## config.mk

```make
export PLATFORM = sky130hd
export DESIGN_NAME = dmem_port_arbiter
export DESIGN_NICKNAME = d
export VERILOG_FILES = /design/src/rtl/dmem_port_arbiter.sv
export SDC_FILE = /design/constraint.sdc
export NUM_CORES = 1
export LEC_CHECK = 0
export ABC_CLOCK_PERIOD_IN_PS = 1300
export BUFFER_PORTS_ARGS = -buffer_cell sky130_fd_sc_hd__buf_4
export CAP_MARGIN = 40
export CORE_AREA = 5 5 112 114
export DETAILED_ROUTE_END_ITERATION = 12
export DIE_AREA = 0 0 117 119
export PLACE_DENSITY = 0.61
export SYNTH_ARGS = -nofsm -noshare
export SYNTH_HDL_FRONTEND = slang
export SYNTH_SLANG_ARGS = --single-unit
```

## constraint.sdc

```tcl
create_clock -name clk -period 1.3 [get_ports clk]
set_input_delay 0.13 -clock clk [delete_from_list [all_inputs] [get_ports clk]]
set_output_delay 0.13 -clock clk [all_outputs]
set_load 0.01 [all_outputs]
```

## src/rtl/dmem_port_arbiter.sv

```systemverilog
// Data-memory port arbiter: CPU (M stage) has fixed priority, host is forced in after MAX_WAIT contended cycles.
// Optional perf counters (perf_stall_cnt, perf_host_cnt) are built when DMEM_ARB_PERF_EN is defined.
module dmem_port_arbiter #(
    parameter int DATA_WIDTH = 32,
    parameter int MAX_WAIT   = 4,
    parameter int WAIT_W     = (MAX_WAIT < 1) ? 1 : $clog2(MAX_WAIT + 1)
) (
    input  logic                  clk,
    input  logic                  reset,
    input  logic                  cpu_req,
    input  logic                  cpu_we,
    input  logic [DATA_WIDTH-1:0] cpu_addr,
    input  logic [DATA_WIDTH-1:0] cpu_wdata,
    output logic [DATA_WIDTH-1:0] cpu_rdata,
    output logic                  cpu_stall,
    input  logic                  host_req,
    input  logic                  host_we,
    input  logic [DATA_WIDTH-1:0] host_addr,
    input  logic [DATA_WIDTH-1:0] host_wdata,
    output logic                  host_ack,
    output logic [DATA_WIDTH-1:0] host_rdata,
    output logic                  mem_we,
    output logic [DATA_WIDTH-1:0] mem_a,
    output logic [DATA_WIDTH-1:0] mem_wd,
`ifdef DMEM_ARB_PERF_EN
    output logic [15:0]           perf_stall_cnt,
    output logic [15:0]           perf_host_cnt,
`endif
    input  logic [DATA_WIDTH-1:0] mem_rd
);

    typedef enum logic [1:0] {
        S_CPU  = 2'd0,
        S_HOST = 2'd1,
        S_ACK  = 2'd2
    } state_e;

    localparam logic [WAIT_W-1:0] WAIT_MAX = WAIT_W'(MAX_WAIT);

    state_e                  state_q, state_d;
    logic [WAIT_W-1:0]       wait_q, wait_d;
    logic                    ack_q, ack_d;
    logic [DATA_WIDTH-1:0]   hrdata_q, hrdata_d;
    logic                    host_sel;

    // State register
    always_ff @(posedge clk or negedge reset) begin
        if (!reset) begin
            state_q  <= S_CPU;
            wait_q   <= '0;
            ack_q    <= 1'b0;
            hrdata_q <= '0;
        end else begin
            state_q  <= state_d;
            wait_q   <= wait_d;
            ack_q    <= ack_d;
            hrdata_q <= hrdata_d;
        end
    end

    // Next-state logic
    always_comb begin
        state_d  = state_q;
        wait_d   = wait_q;
        ack_d    = 1'b0;
        hrdata_d = hrdata_q;
        unique case (state_q)
            S_CPU: begin
                if (host_req && cpu_req && (wait_q != WAIT_MAX))
                    wait_d = wait_q + 1'b1;
                if (host_req && (!cpu_req || (wait_q == WAIT_MAX)))
                    state_d = S_HOST;
            end
            S_HOST: begin
                // Combinational memory returns old data on a write, so report what was written.
                hrdata_d = host_we ? host_wdata : mem_rd;
                ack_d    = 1'b1;
                wait_d   = '0;
                state_d  = S_ACK;
            end
            S_ACK: begin
                state_d = S_CPU;
            end
            default: begin
                state_d = S_CPU;
                wait_d  = '0;
            end
        endcase
    end

    // Output logic
    always_comb begin
        host_sel  = (state_q == S_HOST);
        cpu_stall = host_sel & cpu_req;
        if (host_sel) begin
            mem_we = host_we;
            mem_a  = host_addr;
            mem_wd = host_wdata;
        end else begin
            mem_we = cpu_req & cpu_we;
            mem_a  = cpu_addr;
            mem_wd = cpu_wdata;
        end
        // Write enable is gated directly by the async reset so an aborted access cannot land.
        if (!reset)
            mem_we = 1'b0;
    end

    assign cpu_rdata  = mem_rd;
    assign host_ack   = ack_q;
    assign host_rdata = hrdata_q;

`ifdef DMEM_ARB_PERF_EN
    logic [15:0] perf_stall_q;
    logic [15:0] perf_host_q;

    always_ff @(posedge clk or negedge reset) begin
        if (!reset) begin
            perf_stall_q <= '0;
            perf_host_q  <= '0;
        end else begin
            if (cpu_stall && (perf_stall_q != 16'hFFFF))
                perf_stall_q <= perf_stall_q + 16'd1;
            if (ack_q && (perf_host_q != 16'hFFFF))
                perf_host_q <= perf_host_q + 16'd1;
        end
    end

    assign perf_stall_cnt = perf_stall_q;
    assign perf_host_cnt  = perf_host_q;
`endif

endmodule
```

* Word-level counts from Yosys, hierarchy flattened
Index checks and enable logic that the tools add are counted.
** Storage, ports and cells
- Input port bits :: 166
- Memory bits (read-only) :: 0
- Output and inout port bits :: 131
- Memories :: 0
- Logic and storage cells :: 31
- Bits in registers :: 38
- Latch bits :: 0
- Memory bits (writable) :: 0
** Operators by class
- Div/mod/pow operators :: 0
- Shifts and indexed selects :: 0
- $mul :: 0
- Multiplexer cells :: 10
- Add/sub/neg operators :: 1
- Bitwise operators :: 3
- Eq/ne operators :: 6
- Magnitude comparators :: 0
- Reduce and logical (&&, ||, !) cells :: 7
** Operators by type and width (count)
- 32-bit 2-to-1 mux :: 3
- 3-bit one-hot mux with 2 select lines :: 1
- 2-bit != test (second input constant) :: 2
- 2-bit one-hot mux with 2 select lines :: 1
- 3-bit by 1-bit adder with 3-bit output (second input constant) :: 1
- 3-bit == test (second input constant) :: 1
- 1-bit logical AND :: 3
- 1-bit 2-to-1 mux :: 3
- 3-bit 2-to-1 mux :: 1
- 3-bit != test (second input constant) :: 1
- 1-bit bitwise AND :: 2
- 2-bit by 1-bit == test with 1-bit output (second input constant) :: 1
- 2-bit == test (second input constant) :: 1
- 2-bit logical NOT :: 1
- 2-bit 2-to-1 mux :: 1
- 2-bit AND reduction :: 1
- 1-bit logical NOT :: 1
- 1-bit logical OR :: 1
- 1-bit NOT :: 1

* Depth between registers and ports, before layout
Gate-level depths: netlist of run 1.
- Depth after elaboration :: 5
- Mapped depth :: 6
- Mapped depth without buffers :: 5

* Least setup slack after synthesis of run 1
OpenSTA, ideal clock, no wires.
- Path kind :: register to register
- Start point :: reg wait_q[0]
- End point :: reg wait_q[0]
- Setup slack :: 9 ps
- Arrival time :: 1213 ps
- Cell stages (with the launch flop) :: 6
- Setup time :: 77 ps
- Buffers on the path :: 0
- Cell sequence :: dfrtp_1 -> inv_1 -> ha_1 -> a21bo_1 -> or3_1 -> a21oi_1
** On the way
- Longest elaborated chain between the ends :: 4
- Elaborated cells between the ends (all ways) :: 7
- Those cells by class :: 1 x add/sub; 2 x eq/ne; 2 x mux; 2 x reduce/logical
** Ends and longest elaborated chain
- start, declared :: line 41 : logic [WAIT_W-1:0] wait_q, wait_d;
- start signal, assigned :: line 55 : wait_q <= wait_d;
- branches (longest 4 deep; another with 3-bit by 1-bit adder with 3-bit output)
Parallel ways; which one is timed is not known. The select of a mux whose other input is x is not followed.
A chain may end at the register's enable or synchronous reset.

* Worst setup path in the final report of run 1
- Start point :: reg state_q[1]
- End point :: out mem_a[12]
** On the way
- Longest elaborated chain between the ends :: 2
** Ends and longest elaborated chain
- start, declared :: line 40 : state_e state_q, state_d;
- start signal, assigned :: line 54 : state_q <= state_d;
- 2-bit by 1-bit == test with 1-bit output :: line 93 : host_sel = (state_q == S_HOST);
- 32-bit 2-to-1 mux :: line 95 : if (host_sel) begin
- end, declared :: line 23 : output logic [DATA_WIDTH-1:0] mem_a,
No other way between the ends.

==> results of run 1 <==
through the flow:
| stage | utilization | std cells | setup slack [ns] | power, mW |
|---|---|---|---|---|
| 2_1_floorplan | - | 408 | 0.00911 | 2.83 |
| 3_3_place_gp | 0.445 | 803 | 0.0222 | 4.43 |
| 3_5_place_dp | 0.445 | 803 | -0.0375 | 4.48 |
| 4_1_cts | 0.491 | 824 | -0.304 | 6.00 |
| 5_1_grt | 0.522 | 832 | -0.372 | 6.63 |
| 6_report | 0.522 | 832 | -0.301 | 6.21 |
worst reg2reg max path: cells and delay by family, from the launching register on:
family | cells | cell delay, ns
AO/OA/AOI/OAI | 1 | 0.04
buffers and inverters | 4 | 0.56
flip-flops | 1 | 0.38
AND/OR/NAND/NOR | 2 | 0.27
timing repair:
action,CTS,global route
hold buffers,1,0
setup buffers,7,4
gates resized for setup,45,78
hold endpoints to repair,38,0
pin swaps,8,9
endpoints found under the setup margin,68,80
cloned,5,4
worst max path at each step:
stage	to	slack [ns]
floorplan	wait_q[0]$_DFFE_PN0P_	0.009
global placement	mem_wd[23]	0.02
detailed placement	wait_q[0]$_DFFE_PN0P_	-0.04
CTS	mem_wd[31]	-0.30
global route	mem_a[12]	-0.37
finish	mem_a[12]	-0.30
synth_stat cells:
cell type	count	area share
buf_6	4	0.016
nand4b_1	1	0.0031
buf_4	37	0.098
a21boi_1	1	0.0026
o21bai_1	1	0.0026
mux2i_1	32	0.11
clkbuf_1	2	0.0026
inv_2	1	0.0013
nand2_1	226	0.30
a21oi_1	2	0.0035
nand3_1	1	0.0018
o21ai_0	34	0.060
nor3b_1	1	0.0026
buf_2	14	0.025
a21boi_0	1	0.0026
nor4b_1	1	0.0031
inv_1	3	0.0040
and2_2	1	0.0026
or3_1	1	0.0022
dfrtp_1	38	0.34
nand2b_1	2	0.0044
ha_1	2	0.0088
nor3_1	1	0.0018
a21bo_1	1	0.0035
kinds of logic (layout without fill, tap and decap cells):
logic type,Yosys count,count (layout)
AOI/OAI and AO/OA,40,40
DFF,38,38
buffers and inverters,61,342
adders and majority gates,2,2
and+or+nand+nor,235,235
muxes,32,32
final cells by class:
class | count | share of cell area
repair buffers | 330 | 0.494
multi-input cells | 309 | 0.286
inverters | 4 | 0.00339
clock inverters | 2 | 0.00212
clock buffers | 6 | 0.0235
flip-flops and latches | 38 | 0.161
well taps | 143 | 0.0303
layer usage:
layer	global-route usage	wire (µm)	vias up
li1	-	-	1818
met1	0.192	4830	1692
met2	0.328	7570	158
met3	0.0411	1000	23
met4	0.0523	293	0
met5	0	0	-
power groups by stage:
stage	Clock [mW]	Sequential, mW	Combinational [mW]
6_report	1.24	1.73	3.24
5_1_grt	1.33	1.78	3.51
4_1_cts	1.28	1.72	3.00
3_5_place_dp	0	1.74	2.74
3_3_place_gp	0	1.72	2.71
2_1_floorplan	0	1.87	0.959
sequential cells by signal (all words and copies together) (netlist names):
register / cells
host_rdata: 32
wait_q: 3
host_ack: 1
state_q: 2
==> results.py, run 1 <==
metrics = {
    "status": {
        "status": "finished with violations",
        "violations": "negative setup slack",
    },
    "layout": {
        "antenna_cells": 0,
        "multi_input_comb_area_mm2": 0.00169,
        "regArea_um2": 951,
        "final_cell_mix": "buf_4 (274), nand2_1 (177), nand2_2 (44), dfrtp_1 (38), buf_6 (36)",
        "drive_above_1_share": 0.586,
        "fill_cells": 1071,
        "layout_commonest_cell": "buf_4",
        "synthToLayoutAreaGrowth_pct": 109,
        "fin_nets": 856,
        "final_area_mm2": 0.00591,
    },
    "sta": {
        "finalWorstSetupSlack_ns": -0.301,
        "hold-worst-slack_ns": 0.142,
        "final_hold_viol_count": 0,
        "skew_ns": 0.00391,
        "worst_pin_slew_ns": 0.505,
        "setup_tns_ns": -18.24,
        "finalCriticalPeriod_ns": 1.60,
        "slew_headroom": 0.663,
        "post-route-period-util": 1.23,
        "max_freq_ghz": 0.625,
        "grt_setup_unrepaired": "true",
        "finalMaxSlewViolations": 0,
        "setup_viol": 88,
    },
    "setup_path": {
        "cp_num_buf_inv": 3,
        "worstPathCellList": "nand2b_4 > buf_12 > buf_16 > nand2_2 > nand2_1 > buf_6",
        "required_ns": 1.17,
        "worst-path-stages": 6,
        "ff2ff_path_depth": 7,
        "r2r-start": "state_q[1]$_DFFE_PN0P_",
        "criticalPathCategory": "reg -> out",
        "critical-path-slowest-cell": "dfrtp_1",
        "cp_max_fo": 8,
        "critPathTopFamily": "buffers and inverters",
        "critPathMaxStageDelay_ns": 0.38,
        "rr_endpoint": "host_rdata[24]$_DFFE_PN0P_",
        "critPathArrivalTime_ns": 1.47,
        "critPathCaptureType": "output pin",
        "cp-startpoint": "state_q[1]$_DFFE_PN0P_",
        "start_kind": "register",
        "r2r_slack_ns": -0.07,
    },
    "floorplanning": {
        "start_util": 0.250,
        "fp.dieH_um": 119,
        "die_w_um": 117,
        "rows": 39,
        "coreArea_mm2": 0.0113,
        "ios": 297,
        "die-area_mm2": 0.0139,
    },
    "synth": {
        "postSynthCellCount": 408,
        "synth_fa_ha_area_frac": 0.00883,
        "seq_area_frac_synth": 0.336,
        "synth-simple-area-share": 0.321,
        "synth_xor_xnor_area_share": 0,
        "synth_top_family_by_area": "simple AND/OR/NAND/NOR gates",
        "synth_area_mm2": 0.00283,
        "ys_ff_latch": 38,
        "ys_warn_count": 0,
        "syn_avg_cell_area_um2": 6.95,
        "synth.net_count": 576,
        "synth-compound-area-share": 0.0751,
        "synth_cell_type_count": 24,
        "synth.area.mux_share": 0.113,
    },
    "clock_network": {
        "cts_root_buffer": "clkbuf_16",
        "cts-htree-levels": 2,
        "clk_latency_ns": 0.28,
        "cts.clk_slew.worst_paths_ns": 0.06,
        "cts_buffers": 5,
        "cts_tree": "yes",
        "clock-sinks": 38,
        "clockBufferDepth": 2,
    },
    "global_route": {
        "antenna_found_initial": 0,
        "grt_pass1_wl_um": 19200,
        "grt_max_degree": 64,
        "gr-total-overflow": 0,
        "grt_util_all_layers": 0.175,
        "grt_pass1_vias": 3841,
    },
    "route": {
        "drc_errors": 0,
        "route.vias.total": 3691,
        "viasPerCell": 4.44,
        "final_antenna_net_count": 0,
        "wl_per_cell_um": 16.5,
        "first_iter_violations": 133,
        "drt-total-wl_um": 13700,
        "firstDrtPassIters": 4,
    },
    "pwr": {
        "intPower_mw": 4.07,
        "combPwrFrac": 0.521,
        "clockPowerShare": 0.200,
        "max-vdd-ir-drop_mv": 0.531,
        "p_switching_mw": 2.14,
        "sw_frac_of_total": 0.345,
        "power.density_mw_per_mm2": 1050,
        "power_frac_seq": 0.278,
        "leakagePower_nw": 3.30,
    },
    "place": {
        "dpl_cell_area_mm2": 0.00504,
        "placement.io_buffers": 296,
        "dpl.hpwl_um": 10100,
        "gp_congestion": 0.865,
    },
    "min_path": {
        "min_from": "host_wdata[26]",
        "hold_end": "host_rdata[26]$_DFFE_PN0P_",
        "min_path_type": "in -> reg",
        "holdPathStages": 3,
    },
    "run": {
        "maxCapViolations": 0,
    },
}
No activity file was read; power rests on OpenSTA's default activity.
==> run 2, diff against run 1 <==
- CELL_PAD_IN_SITES_DETAIL_PLACEMENT: not set -> 0
- CELL_PAD_IN_SITES_GLOBAL_PLACEMENT: not set -> 2
- CORE_AREA: 5 5 112 114 -> not set
- CORE_ASPECT_RATIO: not set -> 0.8
- CORE_MARGIN: not set -> 5
- CORE_UTILIZATION: not set -> 14
- DIE_AREA: 0 0 117 119 -> not set
- PLACE_DENSITY: 0.61 -> 0.74
==> results.py, run 2 (synthesized netlist as in run 1, its figures left out) <==
metrics = {
    "setup_path": {
        "critPathArrivalTime_ns": 1.47,
        "cp_max_fo": 59,
        "criticalPathCategory": "reg -> out",
        "critical-path-slowest-cell": "dfrtp_1",
        "r2r_slack_ns": -0.11,
        "critPathMaxStageDelay_ns": 0.37,
        "required_ns": 1.17,
        "worstPathCellList": "nand2b_4 > buf_16 > nand2_1 > nand2_1 > buf_4",
        "critPathCaptureType": "output pin",
        "cp_num_buf_inv": 2,
        "critPathTopFamily": "simple AND/OR/NAND/NOR gates",
        "start_kind": "register",
        "path_common_cell": "nand2_1",
    },
    "floorplanning": {
        "ios": 297,
        "die_w_um": 169,
        "fp.dieH_um": 137,
        "coreArea_mm2": 0.0199,
        "rows": 46,
        "start_util": 0.143,
        "die-area_mm2": 0.0232,
    },
    "global_route": {
        "grt_pass1_vias": 3698,
        "grt_pass1_wl_um": 20400,
        "grt_max_degree": 60,
        "antenna_found_initial": 0,
        "gr-total-overflow": 0,
        "grt_util_all_layers": 0.112,
    },
    "place": {
        "placement.io_buffers": 296,
        "dpl.hpwl_um": 10500,
        "gp_congestion": 0.755,
    },
    "route": {
        "firstDrtPassIters": 4,
        "drc_errors": 0,
        "viasPerCell": 3.68,
        "drt-total-wl_um": 13800,
        "wl_per_cell_um": 14.5,
        "first_iter_violations": 93,
        "final_antenna_net_count": 0,
        "route.vias.total": 3492,
    },
    "clock_network": {
        "clock-sinks": 38,
        "clk_latency_ns": 0.29,
        "cts-htree-levels": 2,
        "cts_buffers": 5,
        "cts_tree": "yes",
        "clockBufferDepth": 2,
        "cts.clk_slew.worst_paths_ns": 0.06,
        "cts_root_buffer": "clkbuf_16",
    },
    "sta": {
        "finalWorstSetupSlack_ns": -0.295,
        "final_hold_viol_count": 0,
        "finalCriticalPeriod_ns": 1.60,
        "max_freq_ghz": 0.627,
        "skew_ns": 0.00724,
        "grt_setup_unrepaired": "true",
        "worst_pin_slew_ns": 0.536,
        "slew_headroom": 0.642,
        "post-route-period-util": 1.23,
        "finalMaxSlewViolations": 0,
        "setup_viol": 70,
    },
    "layout": {
        "fill_cells": 2187,
        "largest_register_ffs": 32,
        "final_cell_mix": "buf_4 (301), nand2_1 (218), dfrtp_1 (38), mux2i_1 (32), o21ai_0 (29)",
        "finish.utilization": 0.285,
        "layout_commonest_cell": "buf_4",
        "drive_above_1_share": 0.512,
        "synthToLayoutAreaGrowth_pct": 99.4,
        "antenna_cells": 0,
        "fin_nets": 852,
    },
    "min_path": {
        "min_path_type": "in -> reg",
    },
    "pwr": {
        "power.density_mw_per_mm2": 1040,
        "max-vdd-ir-drop_mv": 0.376,
        "leakagePower_nw": 3.15,
        "power_mw": 5.89,
    },
    "status": {
        "status": "finished with violations",
        "violations": "negative setup slack",
    },
    "run": {
        "maxCapViolations": 0,
    },
}
## run 2: cell types whose count changed in the layout (fill, tap and decap cells not counted), sizes merged
cell    change
clkinv      +1
bufbuf      -1
buf         +1
clkbuf      -5
## run 2: tightest hold or removal path, cell delays in order
cell	delay, ns
buf_4	0.08
mux2i_1	0.06
o21ai_1	0.11
## run 2: path summary, 6_finish.rpt
| check | startpoint | endpoint | cells past startpoint |
|---|---|---|---|
| worst max-delay path | state_q[1]$_DFFE_PN0P_ | mem_a[10] | 5 |
| max in group asynchronous | reset | host_rdata[25]$_DFFE_PN0P_ | 3 |
| worst max register to register | state_q[1]$_DFFE_PN0P_ | host_rdata[22]$_DFFE_PN0P_ | 7 |
| worst min register to register | host_rdata[1]$_DFFE_PN0P_ | host_rdata[1]$_DFFE_PN0P_ | 2 |
| min in group asynchronous | reset | host_rdata[18]$_DFFE_PN0P_ | 3 |
| worst min-delay path | mem_rd[16] | host_rdata[16]$_DFFE_PN0P_ | 3 |
## run 2: stage by stage
stage	std cells	cell area (µm²)	setup slack, ns	hold slack (ns)	TNS [ns]
floorplan	408	2830	0.00911	-0.166	0
global placement	929	5180	-0.00984	0.260	-0.00984
detailed placement	929	5180	-0.0306	0.268	-0.152
CTS	949	5610	-0.315	0.137	-18.75
global route	949	5650	-0.401	0.158	-25.09
finish	949	5650	-0.295	0.132	-17.91
## run 2: area by class of cell
class,count,area [µm²],share of cell area
Tap cell,264,330,0.0585
Timing Repair Buffer,326,2660,0.470
Inverter,4,22.5,0.00399
Multi-Input combinational cell,309,1540,0.273
Clock buffer,5,125,0.0221
Clock inverter,3,21.3,0.00376
Sequential cell,38,951,0.168
## run 2: power by group
group | switching [mW] | internal [mW]
sequential | 0.188 | 1.52
combinational | 1.35 | 1.58
clock | 0.530 | 0.711
## run 2: layer usage
layer | global-route usage | vias to the layer above | share of wire
met5 | 0 | - | 0
met4 | 0.0174 | 0 | 0.0050
met3 | 0.0338 | 5 | 0.077
met2 | 0.198 | 139 | 0.50
met1 | 0.137 | 1539 | 0.41
li1 | - | 1809 | -
## run 2: what timing repair did
action	CTS	global route
gates resized for setup	36	15
hold buffers	1	0
endpoints found under the hold margin	38	0
setup buffers	7	0
gates cloned	4	0
pin swaps	9	4
endpoints found under the setup margin	67	83
==> run 3, diff against run 2 <==
- TNS_END_PERCENT: not set -> 50
==> results.py, run 3 (synthesized netlist as in run 1, its figures left out) <==
metrics = {
    "status": {
        "status": "finished with violations",
        "violations": "negative setup slack",
    },
    "place": {
        "dpl_cell_area_mm2": 0.00518,
        "placement.io_buffers": 296,
        "pre_cts_ws_ns": -0.0306,
        "gp_congestion": 0.755,
        "dpl.hpwl_um": 10500,
    },
    "layout": {
        "fin_nets": 851,
        "final_cell_mix": "buf_4 (300), nand2_1 (218), dfrtp_1 (38), mux2i_1 (32), o21ai_0 (29)",
        "largest_register_ffs": 32,
        "finish.utilization": 0.283,
        "drive_above_1_share": 0.507,
        "final_area_mm2": 0.00562,
        "synthToLayoutAreaGrowth_pct": 98.5,
        "layout_commonest_cell": "buf_4",
        "antenna_cells": 0,
    },
    "floorplanning": {
        "fp.dieH_um": 137,
        "ios": 297,
        "die-area_mm2": 0.0232,
        "start_util": 0.143,
        "rows": 46,
        "coreArea_mm2": 0.0199,
        "die_w_um": 169,
    },
    "sta": {
        "grt_setup_unrepaired": "true",
        "max_freq_ghz": 0.626,
        "post-route-period-util": 1.23,
        "final_hold_viol_count": 0,
        "finalCriticalPeriod_ns": 1.60,
        "finalMaxSlewViolations": 0,
        "setup_viol": 70,
        "slew_headroom": 0.645,
        "finalWorstSetupSlack_ns": -0.297,
        "skew_ns": 0.00812,
        "worst_pin_slew_ns": 0.532,
    },
    "min_path": {
        "min_path_type": "in -> reg",
        "min_from": "mem_rd[16]",
    },
    "route": {
        "first_iter_violations": 107,
        "final_antenna_net_count": 0,
        "viasPerCell": 3.67,
        "route.vias.total": 3480,
        "drc_errors": 0,
        "wl_per_cell_um": 14.4,
        "drt-total-wl_um": 13700,
        "firstDrtPassIters": 4,
    },
    "setup_path": {
        "critPathArrivalTime_ns": 1.47,
        "critPathTopFamily": "simple AND/OR/NAND/NOR gates",
        "r2r-start": "state_q[1]$_DFFE_PN0P_",
        "start_kind": "register",
        "cp_max_fo": 59,
        "cp_num_buf_inv": 2,
        "critical-path-slowest-cell": "dfrtp_1",
        "cp-startpoint": "state_q[1]$_DFFE_PN0P_",
        "critPathCaptureType": "output pin",
        "criticalPathCategory": "reg -> out",
        "critPathMaxStageDelay_ns": 0.37,
        "worstPathCellList": "nand2b_4 > buf_16 > nand2_1 > nand2_1 > buf_4",
        "path_common_cell": "nand2_1",
        "required_ns": 1.17,
    },
    "pwr": {
        "intPower_mw": 3.79,
        "p_switching_mw": 2.05,
        "power_mw": 5.84,
        "power_frac_seq": 0.292,
        "power.density_mw_per_mm2": 1040,
        "sw_frac_of_total": 0.351,
        "leakagePower_nw": 3.15,
        "max-vdd-ir-drop_mv": 0.376,
        "clockPowerShare": 0.212,
        "combPwrFrac": 0.496,
    },
    "global_route": {
        "grt_max_degree": 60,
        "grt_pass1_wl_um": 20400,
        "use_met2": 0.198,
        "gr-total-overflow": 0,
        "grt-busiest-layer": "met2",
        "grt_util_all_layers": 0.112,
        "antenna_found_initial": 0,
        "met1_usage": 0.137,
        "grt_pass1_vias": 3692,
        "met3_usage": 0.0338,
    },
    "clock_network": {
        "clockBufferDepth": 2,
        "cts_root_buffer": "clkbuf_16",
        "cts_buffers": 5,
        "cts_tree": "yes",
        "clock-sinks": 38,
        "cts-htree-levels": 2,
        "cts.clk_slew.worst_paths_ns": 0.06,
        "clk_latency_ns": 0.29,
    },
    "run": {
        "maxCapViolations": 0,
    },
}
-- run 3: cell types whose count changed in the layout (fill, tap and decap cells not counted), sizes merged --
cell,delta
buf,-1
-- run 3: worst register-to-register path: cells and delay by family, from the launching register on --
kind	cells	cell delay (ns)
compound gates	1	0.06
simple gates	2	0.26
buf+inv	4	0.60
flops	1	0.40
-- run 3: path summary, 6_finish.rpt --
path                       slack, ns                          to  cells after the start
min in group asynchronous       0.51  host_rdata[18]$_DFFE_PN0P_                      3
hold / removal                  0.13  host_rdata[16]$_DFFE_PN0P_                      3
setup reg to reg               -0.11  host_rdata[22]$_DFFE_PN0P_                      7
hold reg to reg                 0.48   host_rdata[1]$_DFFE_PN0P_                      2
setup / recovery               -0.30                   mem_a[10]                      5
max in group asynchronous       0.42  host_rdata[25]$_DFFE_PN0P_                      3
-- run 3: stage by stage --
step	hold slack, ns	setup TNS (ns)	std cells
detailed placement	0.268	-0.152	929
CTS	0.137	-18.75	948
floorplan	-0.166	0	408
global placement	0.260	-0.00984	929
finish	0.131	-17.94	948
global route	0.158	-25.11	948
-- run 3: final cells by class --
| class | instances | area [µm²] |
|---|---|---|
| timing repair buffer | 325 | 2650 |
| fill | 2191 | 14200 |
| inverter | 4 | 22.5 |
| multi-input combinational | 309 | 1530 |
| tap | 264 | 330 |
| clock buffer | 5 | 125 |
| clock inverter | 3 | 21.3 |
| sequential | 38 | 951 |
-- run 3: layer usage --
| layer | part of all wire | up-vias |
|---|---|---|
| met5 | 0 | - |
| met4 | 0.0050 | 0 |
| met3 | 0.077 | 5 |
| met2 | 0.50 | 139 |
| met1 | 0.41 | 1528 |
| li1 | - | 1808 |
-- run 3: power groups by stage --
stage               registers [mW]  logic [mW]  clock network [mW]
floorplan                     1.87       0.959                   0
global placement              1.71        2.76                   0
detailed placement            1.73        2.73                   0
CTS                           1.71        2.94                1.33
global route                  1.76        3.20                1.37
finish                        1.71        2.89                1.24
-- run 3: what timing repair did --
item                                    4_1_cts  5_1_grt
gates cloned                                  4        0
gates resized for setup                      36       11
endpoints found under the setup margin       67       82
hold endpoints to repair                     38        0
hold buffers                                  1        0
pin swaps                                    10        0
setup buffers                                 6        0
